==> config.mk <==
export PLATFORM = sky130hd
export DESIGN_NAME = ghost_chaser
export DESIGN_NICKNAME = d
export VERILOG_FILES = /design/src/rtl/ghost_pkg.sv /design/src/rtl/ghost_dir_select.sv /design/src/rtl/ghost_chaser.sv
export SDC_FILE = /design/constraint.sdc
export NUM_CORES = 1
export LEC_CHECK = 0
export BUFFER_PORTS_ARGS = -buffer_cell sky130_fd_sc_hd__buf_4
export CAP_MARGIN = 20
export CORE_MARGIN = 5
export CORE_UTILIZATION = 58
export DETAILED_ROUTE_END_ITERATION = 8
export GPL_TIMING_DRIVEN = 0
export PLACE_DENSITY_LB_ADDON = 0.05
export REMOVE_ABC_BUFFERS = 1
export SLEW_MARGIN = 20
export SYNTH_ARGS = -nofsm -noshare
export SYNTH_HDL_FRONTEND = slang
export SYNTH_SLANG_ARGS = --single-unit
export TNS_END_PERCENT = 100
==> constraint.sdc <==
create_clock -name clk -period 7.5 [get_ports clk]
set_input_delay 0.375 -clock clk [delete_from_list [all_inputs] [get_ports clk]]
set_output_delay 0.375 -clock clk [all_outputs]
set_load 0.005 [all_outputs]
==> src/rtl/ghost_pkg.sv <==
// ghost_pkg -- shared definitions for the ghost movement controller.
//   dir_t        one-hot heading {L,U,R,D} (bit 3 = L ... bit 0 = D)
//   DIR_*        one-hot heading constants
//   mode_t       2-bit behaviour mode, MODE_* encodings
//   reverse_dir  returns the opposite heading of a one-hot dir_t
package ghost_pkg;

    typedef logic [3:0] dir_t;

    localparam dir_t DIR_L = 4'b1000;
    localparam dir_t DIR_U = 4'b0100;
    localparam dir_t DIR_R = 4'b0010;
    localparam dir_t DIR_D = 4'b0001;

    typedef logic [1:0] mode_t;

    localparam mode_t MODE_CHASE   = 2'd0;
    localparam mode_t MODE_SCATTER = 2'd1;
    localparam mode_t MODE_FRIGHT  = 2'd2;

    // L<->R and U<->D are two bit positions apart, so reversal is a
    // rotate by two.
    function automatic dir_t reverse_dir(input dir_t d);
        return {d[1], d[0], d[3], d[2]};
    endfunction

endpackage

==> src/rtl/ghost_dir_select.sv <==
// ghost_dir_select -- combinational turn chooser used when the current
// heading is blocked by a wall.
// Ports:
//   dir        in  4  current heading, one-hot {L,U,R,D}
//   wall_free  in  4  {L,U,R,D} legal-step flags at the ghost position
//   dx_neg     in  1  target is left of the ghost (dx < 0)
//   dy_neg     in  1  target is above the ghost (dy < 0)
//   flee       in  1  invert the target preference (run away)
//   next_dir   out 4  heading to adopt; equals dir when no exit exists
module ghost_dir_select
    import ghost_pkg::*;
(
    input  logic [3:0] dir,
    input  logic [3:0] wall_free,
    input  logic       dx_neg,
    input  logic       dy_neg,
    input  logic       flee,
    output logic [3:0] next_dir
);

    dir_t pref_v;
    dir_t pref_h;
    dir_t first_try;
    dir_t second_try;
    dir_t back;
    logic moving_h;

    // dy >= 0 means the target is below (screen y grows downward).
    assign pref_v     = (dy_neg ^ flee) ? DIR_U : DIR_D;
    assign pref_h     = (dx_neg ^ flee) ? DIR_L : DIR_R;
    assign moving_h   = |(dir & (DIR_L | DIR_R));

    // A blocked horizontal mover turns onto the vertical axis first and
    // vice versa; reversing is the last resort.
    assign first_try  = moving_h ? pref_v : pref_h;
    assign second_try = reverse_dir(first_try);
    assign back       = reverse_dir(dir);

    always_comb begin
        // NOTE: next_dir gets a value on every path (default first), so no latch is inferred.
        next_dir = dir;
        if (|(wall_free & first_try)) begin
            next_dir = first_try;
        end else if (|(wall_free & second_try)) begin
            next_dir = second_try;
        end else if (|(wall_free & back)) begin
            next_dir = back;
        end
    end

endmodule

==> src/rtl/ghost_chaser.sv <==
// ghost_chaser -- one ghost's movement controller, stepped by move_tick.
// Walks the maze, turns toward its target only at walls, alternates
// CHASE/SCATTER on a move_tick-counted timer and flags overlap with the
// player.
// Optional feature: define GHOST_FRIGHT_EN to build the frightened mode
// (fright_start input becomes live, mode can become 2).
// Ports:
//   clk           in   1   system clock
//   rst           in   1   synchronous reset, active-high
//   move_tick     in   1   one-cycle step strobe
//   p_x, p_y      in   CW  player position
//   wall_free     in   4   {L,U,R,D} legal-step flags at (m_x,m_y)
//   fright_start  in   1   start frightened period (GHOST_FRIGHT_EN only)
//   m_x, m_y      out  CW  ghost position
//   dir           out  4   heading, one-hot {L,U,R,D}
//   mode          out  2   0 CHASE, 1 SCATTER, 2 FRIGHT
//   hit           out  1   registered overlap with player
module ghost_chaser
    import ghost_pkg::*;
#(
    parameter int         CW            = 9,
    parameter int         VEL           = 1,
    parameter int         START_X       = 100,
    parameter int         START_Y       = 30,
    parameter logic [3:0] START_DIR     = 4'b0010,
    parameter int         CORNER_X      = 0,
    parameter int         CORNER_Y      = 0,
    parameter int         CHASE_TICKS   = 400,
    parameter int         SCATTER_TICKS = 100,
    parameter int         HIT_DIST      = 8
) (
    input  logic          clk,
    input  logic          rst,
    input  logic          move_tick,
    input  logic [CW-1:0] p_x,
    input  logic [CW-1:0] p_y,
    input  logic [3:0]    wall_free,
    input  logic          fright_start,
    output logic [CW-1:0] m_x,
    output logic [CW-1:0] m_y,
    output logic [3:0]    dir,
    output logic [1:0]    mode,
    output logic          hit
);

    localparam int MAX_TICKS = (CHASE_TICKS > SCATTER_TICKS) ? CHASE_TICKS : SCATTER_TICKS;
    localparam int TW        = $clog2(MAX_TICKS + 1);

    localparam logic [TW-1:0]      CHASE_LAST   = TW'(CHASE_TICKS - 1);
    localparam logic [TW-1:0]      SCATTER_LAST = TW'(SCATTER_TICKS - 1);
    localparam logic [CW-1:0]      VEL_C        = CW'(VEL);
    localparam logic [CW-1:0]      X0           = CW'(START_X);
    localparam logic [CW-1:0]      Y0           = CW'(START_Y);
    localparam logic [CW-1:0]      CORNER_XC    = CW'(CORNER_X);
    localparam logic [CW-1:0]      CORNER_YC    = CW'(CORNER_Y);
    localparam logic signed [CW:0] HIT_LIM      = (CW+1)'(HIT_DIST);
    localparam logic signed [CW:0] ZERO         = '0;

    logic [TW-1:0]      timer;
    logic [TW-1:0]      timer_nx;
    logic [CW-1:0]      x_nx;
    logic [CW-1:0]      y_nx;
    logic [CW-1:0]      tx;
    logic [CW-1:0]      ty;
    dir_t               dir_nx;
    dir_t               turn_dir;
    mode_t              mode_nx;
    logic signed [CW:0] dx;
    logic signed [CW:0] dy;
    logic signed [CW:0] hx;
    logic signed [CW:0] hy;
    logic               blocked;
    logic               flee;
    logic               normal_tick;
    logic               mode_switch;
    logic               do_move;
    logic               hit_nx;

    // FRIGHT keeps the player as target; flee inverts the preference.
    assign tx = (mode == MODE_SCATTER) ? CORNER_XC : p_x;
    assign ty = (mode == MODE_SCATTER) ? CORNER_YC : p_y;

    // Zero-extended, (CW+1)-bit signed differences: no wrap ambiguity.
    assign dx = $signed({1'b0, tx})  - $signed({1'b0, m_x});
    assign dy = $signed({1'b0, ty})  - $signed({1'b0, m_y});
    assign hx = $signed({1'b0, p_x}) - $signed({1'b0, m_x});
    assign hy = $signed({1'b0, p_y}) - $signed({1'b0, m_y});

    assign hit_nx  = (hx < HIT_LIM) && (hx > -HIT_LIM) && (hy < HIT_LIM) && (hy > -HIT_LIM);
    assign blocked = (wall_free & dir) == 4'b0000;

    assign mode_switch = ((mode == MODE_CHASE)   && (timer == CHASE_LAST)) ||
                         ((mode == MODE_SCATTER) && (timer == SCATTER_LAST));

    ghost_dir_select u_dir_select (
        .dir       (dir),
        .wall_free (wall_free),
        .dx_neg    (dx < ZERO),
        .dy_neg    (dy < ZERO),
        .flee      (flee),
        .next_dir  (turn_dir)
    );

`ifdef GHOST_FRIGHT_EN
    localparam int            FW          = $clog2(2 * SCATTER_TICKS + 1);
    localparam logic [FW-1:0] FRIGHT_LOAD = FW'(2 * SCATTER_TICKS);

    logic [FW-1:0] fright_cnt;
    logic [FW-1:0] cnt_nx;
    logic          fright_phase;
    logic          phase_nx;
    mode_t         saved_mode;
    mode_t         saved_nx;

    assign flee        = (mode == MODE_FRIGHT);
    // The CHASE/SCATTER timer only advances outside FRIGHT, which freezes it.
    assign normal_tick = move_tick && !fright_start && !flee;
`else
    logic unused_fright;

    assign flee          = 1'b0;
    assign normal_tick   = move_tick;
    assign unused_fright = fright_start;
`endif

    always_comb begin
        x_nx     = m_x;
        y_nx     = m_y;
        dir_nx   = dir;
        mode_nx  = mode;
        timer_nx = timer;
        do_move  = 1'b0;

        // A mode switch spends its tick on the reversal, even when the
        // current heading is also blocked.
        if (normal_tick) begin
            if (mode_switch) begin
                mode_nx  = (mode == MODE_CHASE) ? MODE_SCATTER : MODE_CHASE;
                timer_nx = '0;
                dir_nx   = reverse_dir(dir);
            end else begin
                timer_nx = timer + 1'b1;
                do_move  = 1'b1;
            end
        end

`ifdef GHOST_FRIGHT_EN
        cnt_nx   = fright_cnt;
        phase_nx = fright_phase;
        saved_nx = saved_mode;
        if (fright_start) begin
            cnt_nx   = FRIGHT_LOAD;
            phase_nx = 1'b0;
            // A restart while already frightened only reloads the counter.
            if (!flee) begin
                saved_nx = mode;
                mode_nx  = MODE_FRIGHT;
                dir_nx   = reverse_dir(dir);
            end
        end else if (move_tick && flee) begin
            // Half speed: act on every second tick only.
            phase_nx = ~fright_phase;
            do_move  = fright_phase;
            if (fright_cnt == FW'(1)) begin
                mode_nx = saved_mode;
            end else begin
                cnt_nx = fright_cnt - 1'b1;
            end
        end
`endif

        // Position and heading never change together: either step or turn.
        if (do_move) begin
            if (blocked) begin
                dir_nx = turn_dir;
            end else begin
                case (dir)
                    DIR_L:   x_nx = m_x - VEL_C;
                    DIR_R:   x_nx = m_x + VEL_C;
                    DIR_U:   y_nx = m_y - VEL_C;
                    DIR_D:   y_nx = m_y + VEL_C;
                    default: ;
                endcase
            end
        end
    end

    always_ff @(posedge clk) begin
        // NOTE: registers use non-blocking assignments so every flop samples pre-edge values.
        if (rst) begin
            m_x   <= X0;
            m_y   <= Y0;
            dir   <= START_DIR;
            mode  <= MODE_CHASE;
            timer <= '0;
            hit   <= 1'b0;
        end else begin
            m_x   <= x_nx;
            m_y   <= y_nx;
            dir   <= dir_nx;
            mode  <= mode_nx;
            timer <= timer_nx;
            hit   <= hit_nx;
        end
    end

`ifdef GHOST_FRIGHT_EN
    always_ff @(posedge clk) begin
        if (rst) begin
            fright_cnt   <= '0;
            fright_phase <= 1'b0;
            saved_mode   <= MODE_CHASE;
        end else begin
            fright_cnt   <= cnt_nx;
            fright_phase <= phase_nx;
            saved_mode   <= saved_nx;
        end
    end
`endif

endmodule
==> metrics.md <==
| Metric | Value |
|---|---|
| Status | `complete, no violations` |
| GPL Wtd Cong | `0.832` |
| Worst setup EP type | `flop` |
| Compound-Gate Fraction of Synth Area | `0.248` |
| Worst-path fanout max | `11` |
| Post CTS Setup Buffer Count | `0` |
| Comb pwr share | `0.449` |
| H-tree levels | `2` |
| Clk_lat worst skew | `approximately 0.29 ns` |
| Initial Utilization | `0.594` |
| Wire per inst | `14.4 um` |
| First-pass detailed-route iteration total | `4` |
| Most frequent cells in the layout | `49 x ha_1, 48 x buf_4, 45 x nor2_1` |
| Worst setup path startpoint | `dir[3]` |
| First-pass GRT wire length | `13400 um` |
| Leak Pwr | `approximately 1.8 nW` |
| Final setup viols | `0` |
| Cells after synthesis | `about 430` |
| Power per Cell Area | `~170 mW/mm2` |
| Post-Synth XOR/XNOR Area | `0.0797` |
| Area share of and/or/nand/nor cells after synthesis | `0.207` |
| Commonest non-fill, non-tap cell in the layout | `ha_1` |
| Seq cells post-synth | `33` |
| Switching share of power | `0.373` |
| Routed wire length | `~8000 um` |
| Multiplexer share of the synthesized area | `0.0206` |
| Most area-hungry cell type in the Yosys netlist | `dfxtp_1` |
| Beginning of the worst hold path | `wall_free[2]` |
| Ratio of cells with drive above 1 in the final layout | `0.146` |
| Warnings from Yosys | `0` |
| Crit share post-route | `0.460` |
| CP arrival | `around 3.6 ns` |
| CTS Buf Count | `5` |
| Die ar. | `0.00772 mm2` |
| Io pins | `between 50 and 60` |
| Area grow syn2layout | `14.2%` |
| Die H | `roughly 90 um` |
| Hold/Removal Path Class | `in -> reg` |
| Main combinational cell family by area after synthesis | `compound AO/OA/AOI/OAI gates` |
| Worst reg2reg startpoint | `dir[3]` |
| GRT overflow | `0` |
| Chip width | `between 80 and 90 um` |
| Clk_skew | `0.0102 ns` |
| Hold_buf cts | `0` |
| Rel. slew slack | `0.442` |
| Iter 0 DRT Violations | `around 140` |
| Dpl hpwl | `slightly above 6000 um` |
| Design area | `~0.0040 mm2` |
| N_diodes | `0` |
| Switch Pwr | `0.258 mW` |
| Clk pwr share | `0.251` |
| Flop pwr share | `0.299` |
| WS Path Type | `reg -> reg` |
| Final nets | `550` |
| Synth Cell Area | `0.00352 mm2` |
| PortBufs | `between 40 and 50` |
| Sequential element share of the synthesized area | `0.188` |
| Fin crit period | `3.45 ns` |
| Area after DPL | `about 0.0039 mm2` |
| Fin. Hold Viols | `0` |
| Internal power | `~0.43 mW` |
| Core Rows | `28` |
| Max Transition Viols Final | `0` |
| TNS Setup | `0 ns` |
| Core box area | `slightly below 0.006 mm2` |
| RSZ-0062 raised after global routing | `no` |
| Maximum clock path buffer count | `2` |
| Number of synthesized flops with an enable pin | `0` |
| Async set-or-reset flop fraction in the synthesized netlist | `0` |
| CTS tree | `built` |
| Largest net degree at the start of global routing | `31` |
| Peak supply drop | `roughly 0.00013 V` |
| Area contributors post-synth | `dfxtp_1 19%, ha_1 17%, nor2_1 4.8%` |
| Routed Antenna Nets | `0` |
| Vias | `between 3000 and 4000` |
| Post-CTS sizing | `0` |
| DRC viols | `0` |
| Yosys cell types | `between 60 and 70` |
| Clk slew on worst S/H paths | `0.08 ns` |
| DR vias/cell | `a little under 6` |
| Synthesized-area fraction occupied by adder cells | `0.197` |
| Yosys top cell area share | `0.188` |
| Startpoint types | `flop` |
| Avg Cell Area, Syn | `just over 8 um2` |
| Total of max-cap violations | `0` |
| Worst endpoint required time | `around 7.7 ns` |
| Initial antenna violation count | `0` |
| Gr usage total | `0.212` |
| Max Fclk | `0.290 GHz` |
| Vias in the first global route | `a little under 3000` |
| Prevailing post-synth register cell | `dfxtp_1` |
| Root buffer cell | `clkbuf_8` |
| Clock Sinks | `33` |
| Actual slew at the worst max-slew pin | `roughly 0.84 ns` |
[metrics by stage]
step           setup slack (ns)  hold WS (ns)  std cells   util  total power, mW
2_1_floorplan              4.49         0.444        416      -            0.436
3_3_place_gp               4.10         0.489        539  0.658            0.507
3_5_place_dp               4.03         0.502        539  0.658            0.517
4_1_cts                    4.01         0.416        547  0.678            0.694
5_1_grt                    3.67         0.435        547  0.678            0.742
6_report                   4.05         0.426        547  0.678            0.691
[sequential cells by signal (all words and copies together), names as in the netlist]
name and count:
dir 4, hit 1, m_x 9, m_y 9, mode 1, timer 9
[cells by family (layout without fill, tap and decap cells)]
kind of cell    after synthesis  count (layout)
compound gates              119             119
xor+xnor                     32              32
fa+ha+maj                    53              53
buf+inv                      50              91
flops                        33              33
mux                           7               7
other cells                   1               1
simple gates                136             136
[layout make-up]
| type | instances | area, um2 |
|---|---|---|
| clock buffers | 5 | 68.8 |
| clock inverters | 3 | 46.3 |
| fillers | 514 | 1910 |
| repair buffers | 48 | 360 |
| flip-flops and latches | 33 | 661 |
| inverters | 35 | 131 |
| well taps | 75 | 93.8 |
| multi-input cells | 348 | 2650 |
[metal layers]
metal,GRT usage,part of all wire,routed length (um)
met5,0,0,0
met4,0.0628,0.016,124
met3,0.0292,0.056,441
met2,0.329,0.44,3470
met1,0.306,0.49,3840
[power groups by stage]
| stage | Sequential, mW | Combinational [mW] | Clock, mW |
|---|---|---|---|
| after floorplan | 0.207 | 0.229 | 0 |
| after global placement | 0.210 | 0.297 | 0 |
| after detailed placement | 0.211 | 0.307 | 0 |
| after CTS | 0.207 | 0.309 | 0.179 |
| after global routing | 0.210 | 0.347 | 0.185 |
| final | 0.207 | 0.310 | 0.174 |
[critical path, stage by stage (launching register included)]
cell and delay (ns):
dfxtp_1 0.42, nor2_1 0.34, nand3_1 0.40, fa_1 0.53, a21o_1 0.17, a21oi_1 0.22, o21bai_1 0.12, a2111oi_0 0.51
o21ai_1 0.13, a21o_1 0.20, mux2_1 0.30
[cell usage after synthesis, types with 2 or more instances]
| cell type | number |
|---|---|
| ha_1 | 49 |
| nand2b_1 | 8 |
| a21oi_1 | 23 |
| a211oi_1 | 8 |
| a221oi_1 | 5 |
| nand4_1 | 4 |
| or4_1 | 4 |
| nor3_1 | 4 |
| a211o_1 | 7 |
| mux2i_1 | 5 |
| and2_1 | 2 |
| xnor2_1 | 16 |
| a31oi_1 | 5 |
| and3_1 | 3 |
| buf_2 | 3 |
| nand3b_1 | 2 |
| nand3_1 | 6 |
| clkbuf_1 | 9 |
| fa_1 | 4 |
| a22oi_1 | 2 |
| o31a_1 | 3 |
| mux2_1 | 2 |
| nor2_1 | 45 |
| o221ai_1 | 5 |
| o21a_1 | 6 |
| inv_1 | 35 |
| a21o_1 | 15 |
| o31ai_1 | 3 |
| xor2_1 | 16 |
| o21ai_0 | 7 |
| a2111oi_0 | 4 |
| nand2_1 | 16 |
| buf_4 | 3 |
| o21ba_2 | 2 |
| dfxtp_1 | 33 |
| nor4bb_1 | 2 |
| a2111oi_2 | 2 |
| o21ai_1 | 4 |
| nor2b_1 | 21 |
| or3_1 | 4 |
| nand4b_1 | 3 |
| nor2_2 | 2 |
| o21bai_1 | 7 |
[path summary, 6_finish.rpt]
path / to / slack (ns) / cells after the start
max: m_y[8] / 4.05 / 10
min: dir[2] / 0.43 / 3
max reg2reg: m_y[8] / 4.05 / 10
min reg2reg: timer[1] / 0.51 / 2
No activity file was read; power rests on OpenSTA's default activity.
